[src/rtl/catv_bus_pkg.sv]
// Shared constants for the CATV bus fabric: master limits, ID width and the address map.
package catv_bus_pkg;

    localparam int MAX_N_MASTERS = 8;
    localparam int MASTER_ID_W   = 3;

    localparam logic [31:0] RAM_BASE    = 32'h0000_0000;
    localparam logic [31:0] RAM_END     = 32'h8000_0000;
    localparam logic [31:0] PERIPH_BASE = 32'h8000_0000;
    localparam logic [31:0] PERIPH_END  = 32'h9000_0000;

    typedef logic [MASTER_ID_W-1:0] master_id_t;

    // Round-robin successor of a master ID, wrapping at the number of masters present.
    function automatic master_id_t rr_next(input master_id_t id, input int n);
        if (int'(id) >= n - 1) begin
            return '0;
        end
        return id + master_id_t'(1);
    endfunction

endpackage

[src/rtl/catv_id_fifo.sv]
// In-order FIFO of master IDs that tracks which master owns each outstanding read response.
module catv_id_fifo #(
    parameter int WIDTH = 3,
    parameter int DEPTH = 2
) (
    input  logic             clk_i,
    input  logic             rst_ni,
    input  logic             push,
    input  logic [WIDTH-1:0] push_data,
    input  logic             pop,
    output logic             full,
    output logic             empty,
    output logic [WIDTH-1:0] head
);

    localparam int PTR_W = (DEPTH > 1) ? $clog2(DEPTH) : 1;
    localparam int CNT_W = $clog2(DEPTH + 1);

    logic [WIDTH-1:0] mem_q [DEPTH];
    logic [PTR_W-1:0] wr_ptr_q;
    logic [PTR_W-1:0] rd_ptr_q;
    logic [CNT_W-1:0] count_q;
    logic             do_pop;

    function automatic logic [PTR_W-1:0] ptr_inc(input logic [PTR_W-1:0] p);
        if (int'(p) == DEPTH - 1) begin
            return '0;
        end
        return p + PTR_W'(1);
    endfunction

    assign full   = (count_q == CNT_W'(DEPTH));
    assign empty  = (count_q == '0);
    assign head   = mem_q[rd_ptr_q];
    assign do_pop = pop && !empty;

    // Storage, pointers and occupancy; the arbiter only pushes into a full FIFO when it also pops.
    always_ff @(posedge clk_i or negedge rst_ni) begin
        if (!rst_ni) begin
            for (int i = 0; i < DEPTH; i++) begin
                mem_q[i] <= '0;
            end
            wr_ptr_q <= '0;
            rd_ptr_q <= '0;
            count_q  <= '0;
        end else begin
            if (push) begin
                mem_q[wr_ptr_q] <= push_data;
                wr_ptr_q        <= ptr_inc(wr_ptr_q);
            end
            if (do_pop) begin
                rd_ptr_q <= ptr_inc(rd_ptr_q);
            end
            if (push && !do_pop) begin
                count_q <= count_q + CNT_W'(1);
            end else if (!push && do_pop) begin
                count_q <= count_q - CNT_W'(1);
            end
        end
    end

endmodule

[src/rtl/catv_bus_arbiter.sv]
// Round-robin N:1 bus arbiter with grant locking under backpressure and in-order read response routing.
module catv_bus_arbiter
    import catv_bus_pkg::*;
#(
    parameter int N_MASTERS       = 2,
    parameter int MAX_OUTSTANDING = 2
) (
    input  logic                       clk_i,
    input  logic                       rst_ni,
    input  logic [N_MASTERS-1:0]       m_valid_i,
    output logic [N_MASTERS-1:0]       m_ready_o,
    input  logic [N_MASTERS-1:0][31:0] m_addr_i,
    input  logic [N_MASTERS-1:0][31:0] m_wdata_i,
    input  logic [N_MASTERS-1:0]       m_we_i,
    input  logic [N_MASTERS-1:0][3:0]  m_strb_i,
    output logic [N_MASTERS-1:0]       m_rvalid_o,
    output logic [N_MASTERS-1:0][31:0] m_rdata_o,
    output logic                       s_valid_o,
    output logic                       s_we_o,
    output logic [31:0]                s_addr_o,
    output logic [31:0]                s_wdata_o,
    output logic [3:0]                 s_strb_o,
    input  logic                       s_ready_i,
    input  logic                       s_rvalid_i,
    input  logic [31:0]                s_rdata_i,
    output logic                       err_o
);

    master_id_t rr_q;
    master_id_t lock_id_q;
    logic       lock_q;
    logic       err_q;

    master_id_t grant;
    master_id_t id_hi;
    master_id_t id_lo;
    logic       hit_hi;
    logic       hit_lo;

    logic       sel_valid;
    logic       sel_we;
    logic       gate;
    logic       handshake;
    logic       push;
    logic       pop;
    logic       fifo_full;
    logic       fifo_empty;
    master_id_t head_id;

    // Grant selection: the locked master wins, otherwise the lowest valid ID at or above rr_q, else the lowest below it.
    always_comb begin
        hit_hi = 1'b0;
        hit_lo = 1'b0;
        id_hi  = '0;
        id_lo  = '0;
        for (int j = N_MASTERS - 1; j >= 0; j--) begin
            if (m_valid_i[j]) begin
                if (master_id_t'(j) >= rr_q) begin
                    hit_hi = 1'b1;
                    id_hi  = master_id_t'(j);
                end else begin
                    hit_lo = 1'b1;
                    id_lo  = master_id_t'(j);
                end
            end
        end
        if (lock_q) begin
            grant = lock_id_q;
        end else if (hit_hi) begin
            grant = id_hi;
        end else if (hit_lo) begin
            grant = id_lo;
        end else begin
            grant = rr_q;
        end
    end

    // Forward the granted request downstream; a read is held back while the ID FIFO is full and nothing drains it.
    always_comb begin
        sel_valid = 1'b0;
        sel_we    = 1'b0;
        s_addr_o  = '0;
        s_wdata_o = '0;
        s_strb_o  = '0;
        for (int i = 0; i < N_MASTERS; i++) begin
            if (grant == master_id_t'(i) && m_valid_i[i]) begin
                sel_valid = 1'b1;
                sel_we    = m_we_i[i];
                s_addr_o  = m_addr_i[i];
                s_wdata_o = m_wdata_i[i];
                s_strb_o  = m_strb_i[i];
            end
        end
        s_we_o    = sel_we;
        pop       = rst_ni && s_rvalid_i && !fifo_empty;
        gate      = sel_valid && !sel_we && fifo_full && !pop;
        s_valid_o = rst_ni && sel_valid && !gate;
        handshake = s_valid_o && s_ready_i;
        push      = handshake && !sel_we;
        for (int i = 0; i < N_MASTERS; i++) begin
            m_ready_o[i] = s_valid_o && s_ready_i && (grant == master_id_t'(i));
        end
    end

    // Route a downstream read response to the master at the head of the ID FIFO, in the same cycle.
    always_comb begin
        for (int i = 0; i < N_MASTERS; i++) begin
            m_rvalid_o[i] = pop && (head_id == master_id_t'(i));
            m_rdata_o[i]  = (pop && (head_id == master_id_t'(i))) ? s_rdata_i : 32'h0;
        end
    end

    // Advance the round-robin pointer on a handshake and hold the grant while the slave stalls.
    always_ff @(posedge clk_i or negedge rst_ni) begin
        if (!rst_ni) begin
            rr_q      <= '0;
            lock_q    <= 1'b0;
            lock_id_q <= '0;
        end else if (handshake) begin
            rr_q   <= rr_next(grant, N_MASTERS);
            lock_q <= 1'b0;
        end else if (s_valid_o) begin
            lock_q    <= 1'b1;
            lock_id_q <= grant;
        end
    end

    // A response arriving with nothing outstanding is dropped and flagged until the next reset.
    always_ff @(posedge clk_i or negedge rst_ni) begin
        if (!rst_ni) begin
            err_q <= 1'b0;
        end else if (s_rvalid_i && fifo_empty) begin
            err_q <= 1'b1;
        end
    end

    assign err_o = err_q;

    catv_id_fifo #(
        .WIDTH(MASTER_ID_W),
        .DEPTH(MAX_OUTSTANDING)
    ) u_id_fifo (
        .clk_i    (clk_i),
        .rst_ni   (rst_ni),
        .push     (push),
        .push_data(grant),
        .pop      (pop),
        .full     (fifo_full),
        .empty    (fifo_empty),
        .head     (head_id)
    );

endmodule

[config.mk]
export PLATFORM = sky130hd
export DESIGN_NAME = catv_bus_arbiter
export DESIGN_NICKNAME = d
export VERILOG_FILES = /design/src/rtl/catv_bus_pkg.sv /design/src/rtl/catv_id_fifo.sv /design/src/rtl/catv_bus_arbiter.sv
export SDC_FILE = /design/constraint.sdc
export NUM_CORES = 1
export LEC_CHECK = 0
export CORE_AREA = 2 2 122 124
export CTS_BUF_LIST = sky130_fd_sc_hd__clkbuf_4 sky130_fd_sc_hd__clkbuf_8
export CTS_CLUSTER_DIAMETER = 60
export DETAILED_ROUTE_END_ITERATION = 7
export DIE_AREA = 0 0 124 126
export MAX_ROUTING_LAYER = met4
export PLACE_DENSITY_LB_ADDON = 0.3
export SLEW_MARGIN = 25
export SYNTH_ARGS = -nofsm -noshare
export SYNTH_HDL_FRONTEND = slang
export SYNTH_SLANG_ARGS = --single-unit
[constraint.sdc]
create_clock -name clk_i -period 8.18 [get_ports clk_i]
set_clock_uncertainty 0.05 [all_clocks]
set_input_delay 0.818 -clock clk_i [delete_from_list [all_inputs] [get_ports clk_i]]
set_output_delay 0.818 -clock clk_i [all_outputs]
set_load 0.01 [all_outputs]
# After elaboration in Yosys (flattened, before gate mapping)
# Cells that the tools add are included.
# classes
eq_ne	3
n_addsub	5
n_reduce_logical	32
muxes	53
bitwise	3
magnitude_cmp	6
# op_table
cell	n
32-bit 2-to-1 mux	6
3-bit 2-to-1 mux	15
1-bit 2-to-1 mux	26
1-bit logical AND	20
4-bit 2-to-1 mux	2
6-bit bitwise mux	1
3-bit by 1-bit == test with 1-bit output, second input constant	2
1-bit by 3-bit greater-or-equal comparator with 1-bit output, first input constant	2
1-bit logical NOT	6
3-bit logical NOT	2
2-bit greater-or-equal comparator, second input constant	2
2-bit 2-to-1 mux	2
1-bit inverter with 2-bit output	2
2-bit nonzero test	2
3-bit by 1-bit adder with 3-bit output, second input constant	1
3-bit demux with 1-bit select	1
3-bit by 1-bit greater-or-equal comparator with 1-bit output, second input constant	1
1-bit adder, second input constant	2
2-bit by 1-bit adder with 2-bit output, second input constant	1
2-bit == test, second input constant	1
2-bit logical NOT	1
2-bit by 1-bit < comparator with 1-bit output, second input constant	1
2-bit AND reduction	1
2-bit by 1-bit subtractor with 2-bit output, second input constant	1
1-bit inverter	1
# word_totals
wordCells	111
input_bits	176
out_inout_bits	139
regBits	18

# Longest topological paths before layout
# Gate-level depths: netlist of the first run.
# logic_depth
depth_word	24
ltp_mapped	12
depth_no_buf	11

# Modules after synthesis
# Synthesis of the first run repeated with hierarchy kept, for this count alone.
# hier_totals
hier_cells	244
hier_area_um2	2180.8
# by_module_without_submodules
module	seq_area_each_um2	n_inst	area_per_inst_um2	cells_per_inst
catv_bus_arbiter	200.2	1	1734.2	213
catv_id_fifo	250.2	1	446.7	31

# Worst setup path after synthesis of the first run
# Ideal clock, no wire load.
# synth_timing
path_kind	input to output
startpoint	input m_valid_i[0]
endpoint	output s_addr_o[11]
required_time_ns	7.312
stages	8
n_path_buf	2
setup_slack_ns	4.066
t_arrival_ns	3.246
path_cell_list	o41ai_1 -> inv_1 -> ha_1 -> and2_2 -> nor3_1 -> buf_2 -> buf_1 -> a22o_1
# synth_between
elab_chain_len	8
elab_cells_between_ends	13
cone_classes	eq/ne (1); mux (9); reduce/logical (3)
# synth_lines
item	line_no	text
start: declaration	catv_bus_arbiter.sv:10	input logic [N_MASTERS-1:0] m_valid_i,
3-bit 2-to-1 mux or 1-bit 2-to-1 mux (tied branches)	catv_bus_arbiter.sv:57	if (m_valid_i[j]) begin
3-bit 2-to-1 mux	catv_bus_arbiter.sv:71	end else if (hit_lo) begin
3-bit 2-to-1 mux	catv_bus_arbiter.sv:69	end else if (hit_hi) begin
3-bit 2-to-1 mux	catv_bus_arbiter.sv:67	if (lock_q) begin
3-bit logical NOT	catv_bus_arbiter.sv:86	if (grant == master_id_t'(i) && m_valid_i[i]) begin
1-bit logical AND	catv_bus_arbiter.sv:86	
32-bit 2-to-1 mux	catv_bus_arbiter.sv:86	
32-bit 2-to-1 mux (*)	catv_bus_arbiter.sv:86	
end: declaration	catv_bus_arbiter.sv:20	output logic [31:0] s_addr_o,
# Mark *: on every way between the ends. The rest lies on a longest branch, timed or not.

# Worst setup path after layout of the first run
# layout_timing
startpoint	input m_valid_i[1]
endpoint	output s_wdata_o[31]
# layout_between
elab_chain_len	10
elab_cells_between_ends	21
cone_classes	eq/ne (1); mux (17); reduce/logical (3)
# layout_lines
item	line_no	text
3-bit 2-to-1 mux or 1-bit 2-to-1 mux (tied branches)	catv_bus_arbiter.sv:57	
3-bit 2-to-1 mux or 1-bit 2-to-1 mux (tied branches)	catv_bus_arbiter.sv:58	if (master_id_t'(j) >= rr_q) begin
3-bit 2-to-1 mux or 1-bit 2-to-1 mux (tied branches)	catv_bus_arbiter.sv:57	
3-bit 2-to-1 mux	catv_bus_arbiter.sv:71	
3-bit 2-to-1 mux (*)	catv_bus_arbiter.sv:69	
3-bit 2-to-1 mux (*)	catv_bus_arbiter.sv:67	
via grant[0]	catv_bus_arbiter.sv:34	master_id_t grant;
3-bit logical NOT	catv_bus_arbiter.sv:86	
1-bit logical AND	catv_bus_arbiter.sv:86	
32-bit 2-to-1 mux	catv_bus_arbiter.sv:86	
32-bit 2-to-1 mux (*)	catv_bus_arbiter.sv:86	
end: declaration	catv_bus_arbiter.sv:21	output logic [31:0] s_wdata_o,
# Mark *: on every way through the listed nets, which the timed path passes. The rest lies on a longest branch.

==> results of run 1 <==
-- layout make-up --
class | instances | area [µm²]
Clock buffer | 4 | 55.1
Sequential cell | 18 | 450
Timing Repair Buffer | 320 | 3190
Multi-Input combinational cell | 203 | 1590
Fill cell | 1396 | 8770
Inverter | 8 | 30.0
Tap cell | 184 | 230
-- registers in the layout (all words and copies together) (netlist names) --
register and cells:
u_id_fifo.mem_q 6, lock_id_q 3, rr_q 3, u_id_fifo.count_q 2
err_o 1, lock_q 1, u_id_fifo.rd_ptr_q 1, u_id_fifo.wr_ptr_q 1
-- power by group --
group          switching (mW)  total, mW  leakage (nW)  internal, mW
clock                  0.0281     0.0708        0.0288        0.0427
combinational           0.460       1.03          1.93         0.570
sequential             0.0255      0.142         0.226         0.117
-- worst reg2reg max path, stage by stage, from the launching register on --
cell and delay [ps]:
dfrtp_1 400, or3b_1 370, a222oi_1 810, ha_1 350, nand3_1 190, and4b_2 320
a2111oi_4 580, mux2_2 410
-- per-layer routing --
metal  GRT usage (%)  vias to the layer above  share of wire (%)
met5               -                        -                  0
met4            4.49                        0                2.4
met3            2.72                       12                9.4
met2            33.7                      205                 54
met1            16.3                     1536                 35
li1                -                     1532                  -
-- Yosys cell counts, drive strengths merged, types with 2 or more instances --
cell	n
mux2	8
a21oi	5
inv	8
dfrtp	18
a22o	68
and2	70
clkbuf	18
nand3	2
mux2i	2
nor3b	2
buf	4
nor4bb	2
nor2	5
nor3	3
nand2	6
and3b	2
ha	4
a211o	2
xor2	2
xnor2	3
-- per-stage QoR --
step / hold WS (ps) / instances
after floorplan: 405 / 251
after global placement: 403 / 733
after detailed placement: 412 / 733
after CTS: 440 / 737
after global routing: 466 / 737
final: 436 / 737
-- kinds of logic (layout without fill, tap and decap cells) --
logic type                 Yosys count  in the layout  synth area share, %
adders and majority gates            4              4                 2.34
AOI/OAI and AO/OA                   84             84                 34.4
and+or+nand+nor                    100            100                 29.2
buffers and inverters               30            332                 5.67
muxes                               10             10                 5.32
xor gates and xnor gates             5              5                 2.05
DFF                                 18             18                 21.1
-- worst paths after layout --
| path | end | slack [ps] | cells after the start |
|---|---|---|---|
| worst max-delay path | s_wdata_o[31] | 2320 | 9 |
| worst min-delay path | err_o | 440 | 1 |
| min in group asynchronous | u_id_fifo.mem_q[4] | 850 | 2 |
| worst min register to register | err_o | 440 | 1 |
| worst max register to register | rr_q[1] | 4580 | 7 |
| max in group asynchronous | lock_id_q[0] | 7020 | 2 |
==> run metrics, run 1 <==
status complete, no violations; prevailing post-synth register cell dfrtp_1; Clk pin slew, worst setup/hold paths 70 ps; top area cells in the synthesized netlist a22o_1 28%, dfrtp_1 21%, and2_1 20%; DRT Wirelength roughly 14,000 µm; CP max-delay cell a222oi_1; Max Slew Vio Count 0; leakage power ~2.2 nW; Core ar. ~14,000 µm²; CP cell instances clkdlybuf4s50_1 > or3b_1 > a222oi_1 > ha_1 > nand2_1 > nor2_4 > buf_4 > a22o_1 > clkdlybuf4s50_1; Pwr Total approximately 1.2 mW; Die H about 130 µm; CP Class in2out; CTS tree built; GPL Wtd Cong about 0.87; Hold Path Origin err_o; PD cells 224 nW/µm²; Yosys cell types 42; Crit. End Element output pin; synthesized instance count 251; nets@finish approximately 730; Worst Path Arrival 4990 ps; GR Overflow Total 0; Placed Instance Area roughly 5500 µm²; vias in the first global route around 3,400; TritonCTS Sinks 18; most used cell, CP clkdlybuf4s50_1; max-cap violation count 0; Final Hold Fails 0; Layout Area Growth over Synthesis 159%; initial DRC count 98; global-route wire length before repair about 19,000 µm; layout cell share with drive strength beyond 1 slightly below 5%; fin area between 5000 and 6000 µm²; Worst-Skew Late Latency approximately 250 ps; Fin Setup TNS 0 ps; area leader, netlist a22o_1; VDD IR max between 70 and 80 µV; min-delay worst type reg2reg; Mapped Nets between 400 and 500; Vias 3,285; Bufs and invs on worst path 3; commonest non-fill, non-tap cell in the layout clkdlybuf4s50_1; Post-synth ARST share 100%; Worst setup SP type input pin; CP delay by family, top buffers and inverters; largest fanout on the critical path between 40 and 50; max incr delay on CP 810 ps; cts repair resizes 0; Port Buf Inserts 314; CP required about 7300 ps; post-synthesis sequential area ratio approximately a fifth; final setup margin between 2000 and 2500 ps; Tot GR Track Use 16.9%; Avg Synthesized Cell Area between 8 and 9 µm²; row cnt 44; Initial DRT Pass Iterations 4; Final Cycle Share between 70 and 80%; worst r2r src rr_q[1]; Die Wd roughly 120 µm; commonest non-fill, non-tap cells in the layout 314 x clkdlybuf4s50_1, 69 x and2_1, 68 x a22o_1; RSZ-0062 raised after global routing false; final setup vio count 0; post-synthesis cell area 2140 µm²; DRC 0; postcts setup bufs 0; worst slack, placed 2310 ps; Initial Utilization between 10% and 20%; CP startpoint m_valid_i[1]; Slew HR 38.2%; Via density 4.46; worst slew pin tran between 900 and 1000 ps; Fmax approximately 170 MHz; # IOs approximately 320; HPWL Detailed 11,900 µm; clk buf depth 2; fin crit period 5860 ps; Seq cells post-synth 18; DR WL/cell ~19 µm; antenna violations before repair 0; Synth top area share between 20% and 30%; die area 15,600 µm²; root buffer cell clkbuf_8; Inserted Diodes 0; CTS buffer count 3; Antenna Nets Post-Route 0; EDFF count, synth 0; H-tree levels 1; final core occ roughly 39%; Synthesis Warnings 0; Post-CTS Hold Fix Bufs 0; largest net degree at the start of global routing a little under 70
(Power assumes the default switching activity.)
==> inputs of run 2 (changes only) <==
Settings changed: CORE_AREA 2 2 122 124 to 2 2 121 123, DIE_AREA 0 0 124 126 to 0 0 123 125.
Clock period 8.18 ns to 5 ns, I/O delays scaled along.
==> run metrics, run 2 (synthesis gave the netlist of run 1 again) <==
Placed Instance Area 5510 µm²; PD cells roughly 360 nW/µm²; Port Buf Inserts ~310; clk buf depth 2; Die H approximately 130 µm; postcts setup bufs 0; max-cap violation count 0; commonest non-fill, non-tap cells in the layout 314 x clkdlybuf4s50_1, 69 x and2_1, 68 x a22o_1; layout cell share with drive strength beyond 1 under 10%; FF-to-FF setup slack about 1900 ps; Max Slew Vio Count 0; commonest non-fill, non-tap cell in the layout clkdlybuf4s50_1; worst slew pin tran roughly 700 ps; nets@finish 735; fin area ~5600 µm²; Worst Hold Margin ~420 ps; leakage power around 2.2 nW; die area between 15,000 and 20,000 µm²; final setup vio count 0; Final Cycle Share around nine tenths; Via density between 4 and 5; met1 Resource Use GR slightly below 20%; Hold Path Origin err_o; vias in the first global route between 3,000 and 4,000; Fmax ~220 MHz; global-route wire length before repair 20,500 µm; CP max-delay cell buf_4; HPWL Detailed 12,400 µm; Initial DRT Pass Iterations 4; Core ar. ~14,000 µm²; DR WL/cell 19.9 µm; CTS buffer count 3; fin crit period approximately 4500 ps; most used cell, CP clkdlybuf4s50_1; peak-usage layer in the global routing report met2; DRT Wirelength 14,800 µm; largest net degree at the start of global routing 64; cts repair resizes 0; met3 usage about 5.6%; FF-to-FF End u_id_fifo.count_q[1]; GPL Wtd Cong 0.850; top flop regs u_id_fifo.mem_q (6), lock_id_q (3), rr_q (3); Bufs and invs on worst path 4; Layout Area Growth over Synthesis 160%; min-delay worst type reg2reg; CTS tree built; Post-CTS Hold Fix Bufs 0; Clk pin slew, worst setup/hold paths 70 ps; RSZ-0062 raised after global routing false; largest fanout on the critical path 63; CP required about 4500 ps; root buffer cell clkbuf_8; Worst setup SP type input pin; GR Overflow Total 0; Hold EP err_o; VDD IR max between 150 and 200 µV; Crit. End Element output pin; DRC 0; Biggest register u_id_fifo.mem_q; Antenna Nets Post-Route 0; global routing usage on met2 33.1%; Vias between 3,000 and 4,000; CP delay by family, top buffers and inverters; initial DRC count 81; Initial Utilization between 15 and 20%; Slew HR between 50% and 60%; CP cell instances clkdlybuf4s50_1 > o41ai_1 > inv_1 > ha_1 > and2_2 > nor3_2 > buf_4 > a22o_1 > clkdlybuf4s50_1; Worst Path Arrival just under 4000 ps; max FFs per register 6; row cnt 44; H-tree levels 1; max incr delay on CP 610 ps; Fin Setup TNS 0 ps; Worst-Skew Late Latency about 250 ps; Die Wd 123 µm; Tot GR Track Use between 10% and 20%; CP Depth 9; Final Hold Fails 0; R2R depth 11; CP Class in2out; # IOs about 320; status complete, no violations; worst r2r src rr_q[2]; Hold Crit Depth 1; TritonCTS Sinks 18; antenna violations before repair 4
==> run 2: routing by layer <==
metal / part of all wire, % / vias up
li1: - / 1540
met1: 38 / 1538
met2: 50 / 207
met3: 11 / 6
met4: 1.2 / 0
met5: 0 / -
==> run 2: area by class of cell <==
type | count | area, µm²
Antenna cell | 6 | 15.0
Clock buffer | 3 | 41.3
Fill cell | 1416 | 8640
Inverter | 8 | 30.0
Multi-Input combinational cell | 203 | 1590
Sequential cell | 18 | 450
Tap cell | 184 | 230
Timing Repair Buffer | 321 | 3210
==> run 2: report_power, final <==
part	switching, mW	leakage (nW)	total, mW	internal [mW]
clock	0.0470	0.0216	0.100	0.0535
sequential	0.0409	0.226	0.232	0.191
combinational	0.743	1.94	1.69	0.949
total	0.830	2.19	2.02	1.19
==> run 2: stage by stage <==
stage	power, mW	setup WS (ps)	utilization (%)	std cells
final	2.02	488	39.2	743
after floorplan	1.01	1520	-	251
after global routing	2.14	253	39.1	741
after detailed placement	1.93	484	38.8	734
after CTS	2.04	473	39.1	737
after global placement	1.91	570	38.8	734
==> run 2: worst max-delay path by stage <==
| stage | from | endpoint | slack [ps] |
|---|---|---|---|
| after floorplan | m_valid_i[0] | s_addr_o[11] | 1520 |
| final | m_valid_i[0] | s_addr_o[22] | 490 |
| after global routing | m_valid_i[0] | s_addr_o[22] | 250 |
| after detailed placement | m_valid_i[1] | m_ready_o[0] | 480 |
| after global placement | m_valid_i[1] | m_ready_o[0] | 570 |
| after CTS | m_valid_i[1] | m_ready_o[0] | 470 |
==> inputs of run 3 (changes only) <==
Settings changed: CORE_AREA 2 2 121 123 to 2 2 124 126, DIE_AREA 0 0 123 125 to 0 0 126 128, DONT_BUFFER_PORTS set to 1, REMOVE_ABC_BUFFERS set to 1.
==> run metrics, run 3 (synthesis gave the netlist of run 1 again) <==
status complete, no violations; Final Cycle Share a little over 70%; fin crit period ~3600 ps; cts repair resizes 0; commonest non-fill, non-tap cell in the layout and2_1; antenna violations before repair 1; die area approximately 16,000 µm²; H-tree levels 1; Core ar. 14,900 µm²; Die Wd about 130 µm; Pwr Total between 1 and 1.5 mW; HPWL Detailed ~8800 µm; RSZ-0062 raised after global routing false; Placed Instance Area between 2000 and 2500 µm²; Worst-Skew Late Latency about 250 ps; Crit. End Element output pin; Worst setup SP type flip-flop; DR WL/cell roughly 24 µm; initial DRC count 82; Final Hold Fails 0; Slew HR 46.3%; worst slack, placed roughly 1200 ps; max FFs per register 6; root buffer cell clkbuf_8; Die H around 130 µm; VDD IR max between 150 and 200 µV; Clk pin slew, worst setup/hold paths 70 ps; Layout Area Growth over Synthesis 12.3%; Initial Utilization roughly 14%; GR Overflow Total 0; leakage power 1.01 nW; Biggest register u_id_fifo.mem_q; largest net degree at the start of global routing just under 70; global-route wire length before repair about 13,000 µm; min-delay worst type in2reg; CTS tree built; Via density ~4.9; Tot GR Track Use a little over a tenth; top flop regs u_id_fifo.mem_q (6), lock_id_q (3), rr_q (3); row cnt 45; Max Slew Vio Count 0; Worst Path Arrival 3060 ps; # IOs approximately 320; CTS buffer count 3; Fin Setup TNS 0 ps; CP Class reg2out; DRT Wirelength 10,400 µm; vias in the first global route 1,849; layout cell share with drive strength beyond 1 10.9%; GPL Wtd Cong 0.877; final setup margin about 1400 ps; final setup vio count 0; Antenna Nets Post-Route 0; largest fanout on the critical path 6; TritonCTS Sinks 18; DRC 0; Fmax 277 MHz; nets@finish about 420; Vias slightly above 2,000; fin area 2400 µm²; PD cells approximately 540 nW/µm²; Port Buf Inserts 0; clk buf depth 2; commonest non-fill, non-tap cells in the layout 69 x and2_1, 68 x a22o_1, 18 x dfrtp_1; worst slew pin tran 803 ps; CP required 4450 ps; Initial DRT Pass Iterations 4; max-cap violation count 0
[run 3: per-stage QoR]
stage	instances	hold slack, ps	util [%]
6_report	428	319	16.2
3_5_place_dp	422	155	15.8
2_1_floorplan	229	154	-
4_1_cts	426	316	16.1
3_3_place_gp	422	155	15.8
5_1_grt	428	307	16.2
[run 3: worst max-delay path, cell delays in order, from the launching register on]
cell       delay, ps
dfrtp_1          390
or3b_1           370
a222oi_1         490
ha_1             310
nand3_1          150
and4b_2          290
a2111oi_4        560
and2_1           260
[run 3: metal layers]
metal / vias up / global-route usage (%) / routed length, µm
li1: 907 / - / -
met1: 992 / 11.3 / 3490
met2: 171 / 19.4 / 5390
met3: 8 / 5.05 / 1400
met4: 0 / 1.87 / 98
met5: - / - / 0
[run 3: worst paths after layout]
| kind | startpoint | to | slack, ps | cells past startpoint |
|---|---|---|---|---|
| min | s_rvalid_i | err_o | 320 | 1 |
| max | rr_q[1] | m_ready_o[1] | 1390 | 7 |
| max in group asynchronous | rst_ni | lock_id_q[2] | 3660 | 1 |
| min reg2reg | u_id_fifo.mem_q[2] | u_id_fifo.mem_q[2] | 440 | 1 |
| max reg2reg | rr_q[1] | u_id_fifo.count_q[1] | 1660 | 12 |
| min in group asynchronous | rst_ni | u_id_fifo.mem_q[4] | 730 | 1 |
[run 3: layout make-up]
cell class / count / area, µm²
Sequential cell: 18 / 450
Timing Repair Buffer: 7 / 52.6
Antenna cell: 1 / 2.50
Tap cell: 188 / 235
Multi-Input combinational cell: 203 / 1590
Fill cell: 1680 / 12500
Inverter: 8 / 30.0
Clock buffer: 3 / 41.3
[run 3: timing repair]
| action | CTS | global route |
|---|---|---|
| hold buffers | 1 | 0 |
| setup buffers | 0 | 0 |
| hold endpoints to repair | 18 | 0 |
[run 3: power by group]
part           internal [mW]  switching (mW)
logic                  0.339           0.617
clock network         0.0534          0.0442
registers              0.191          0.0422
total                  0.583           0.703
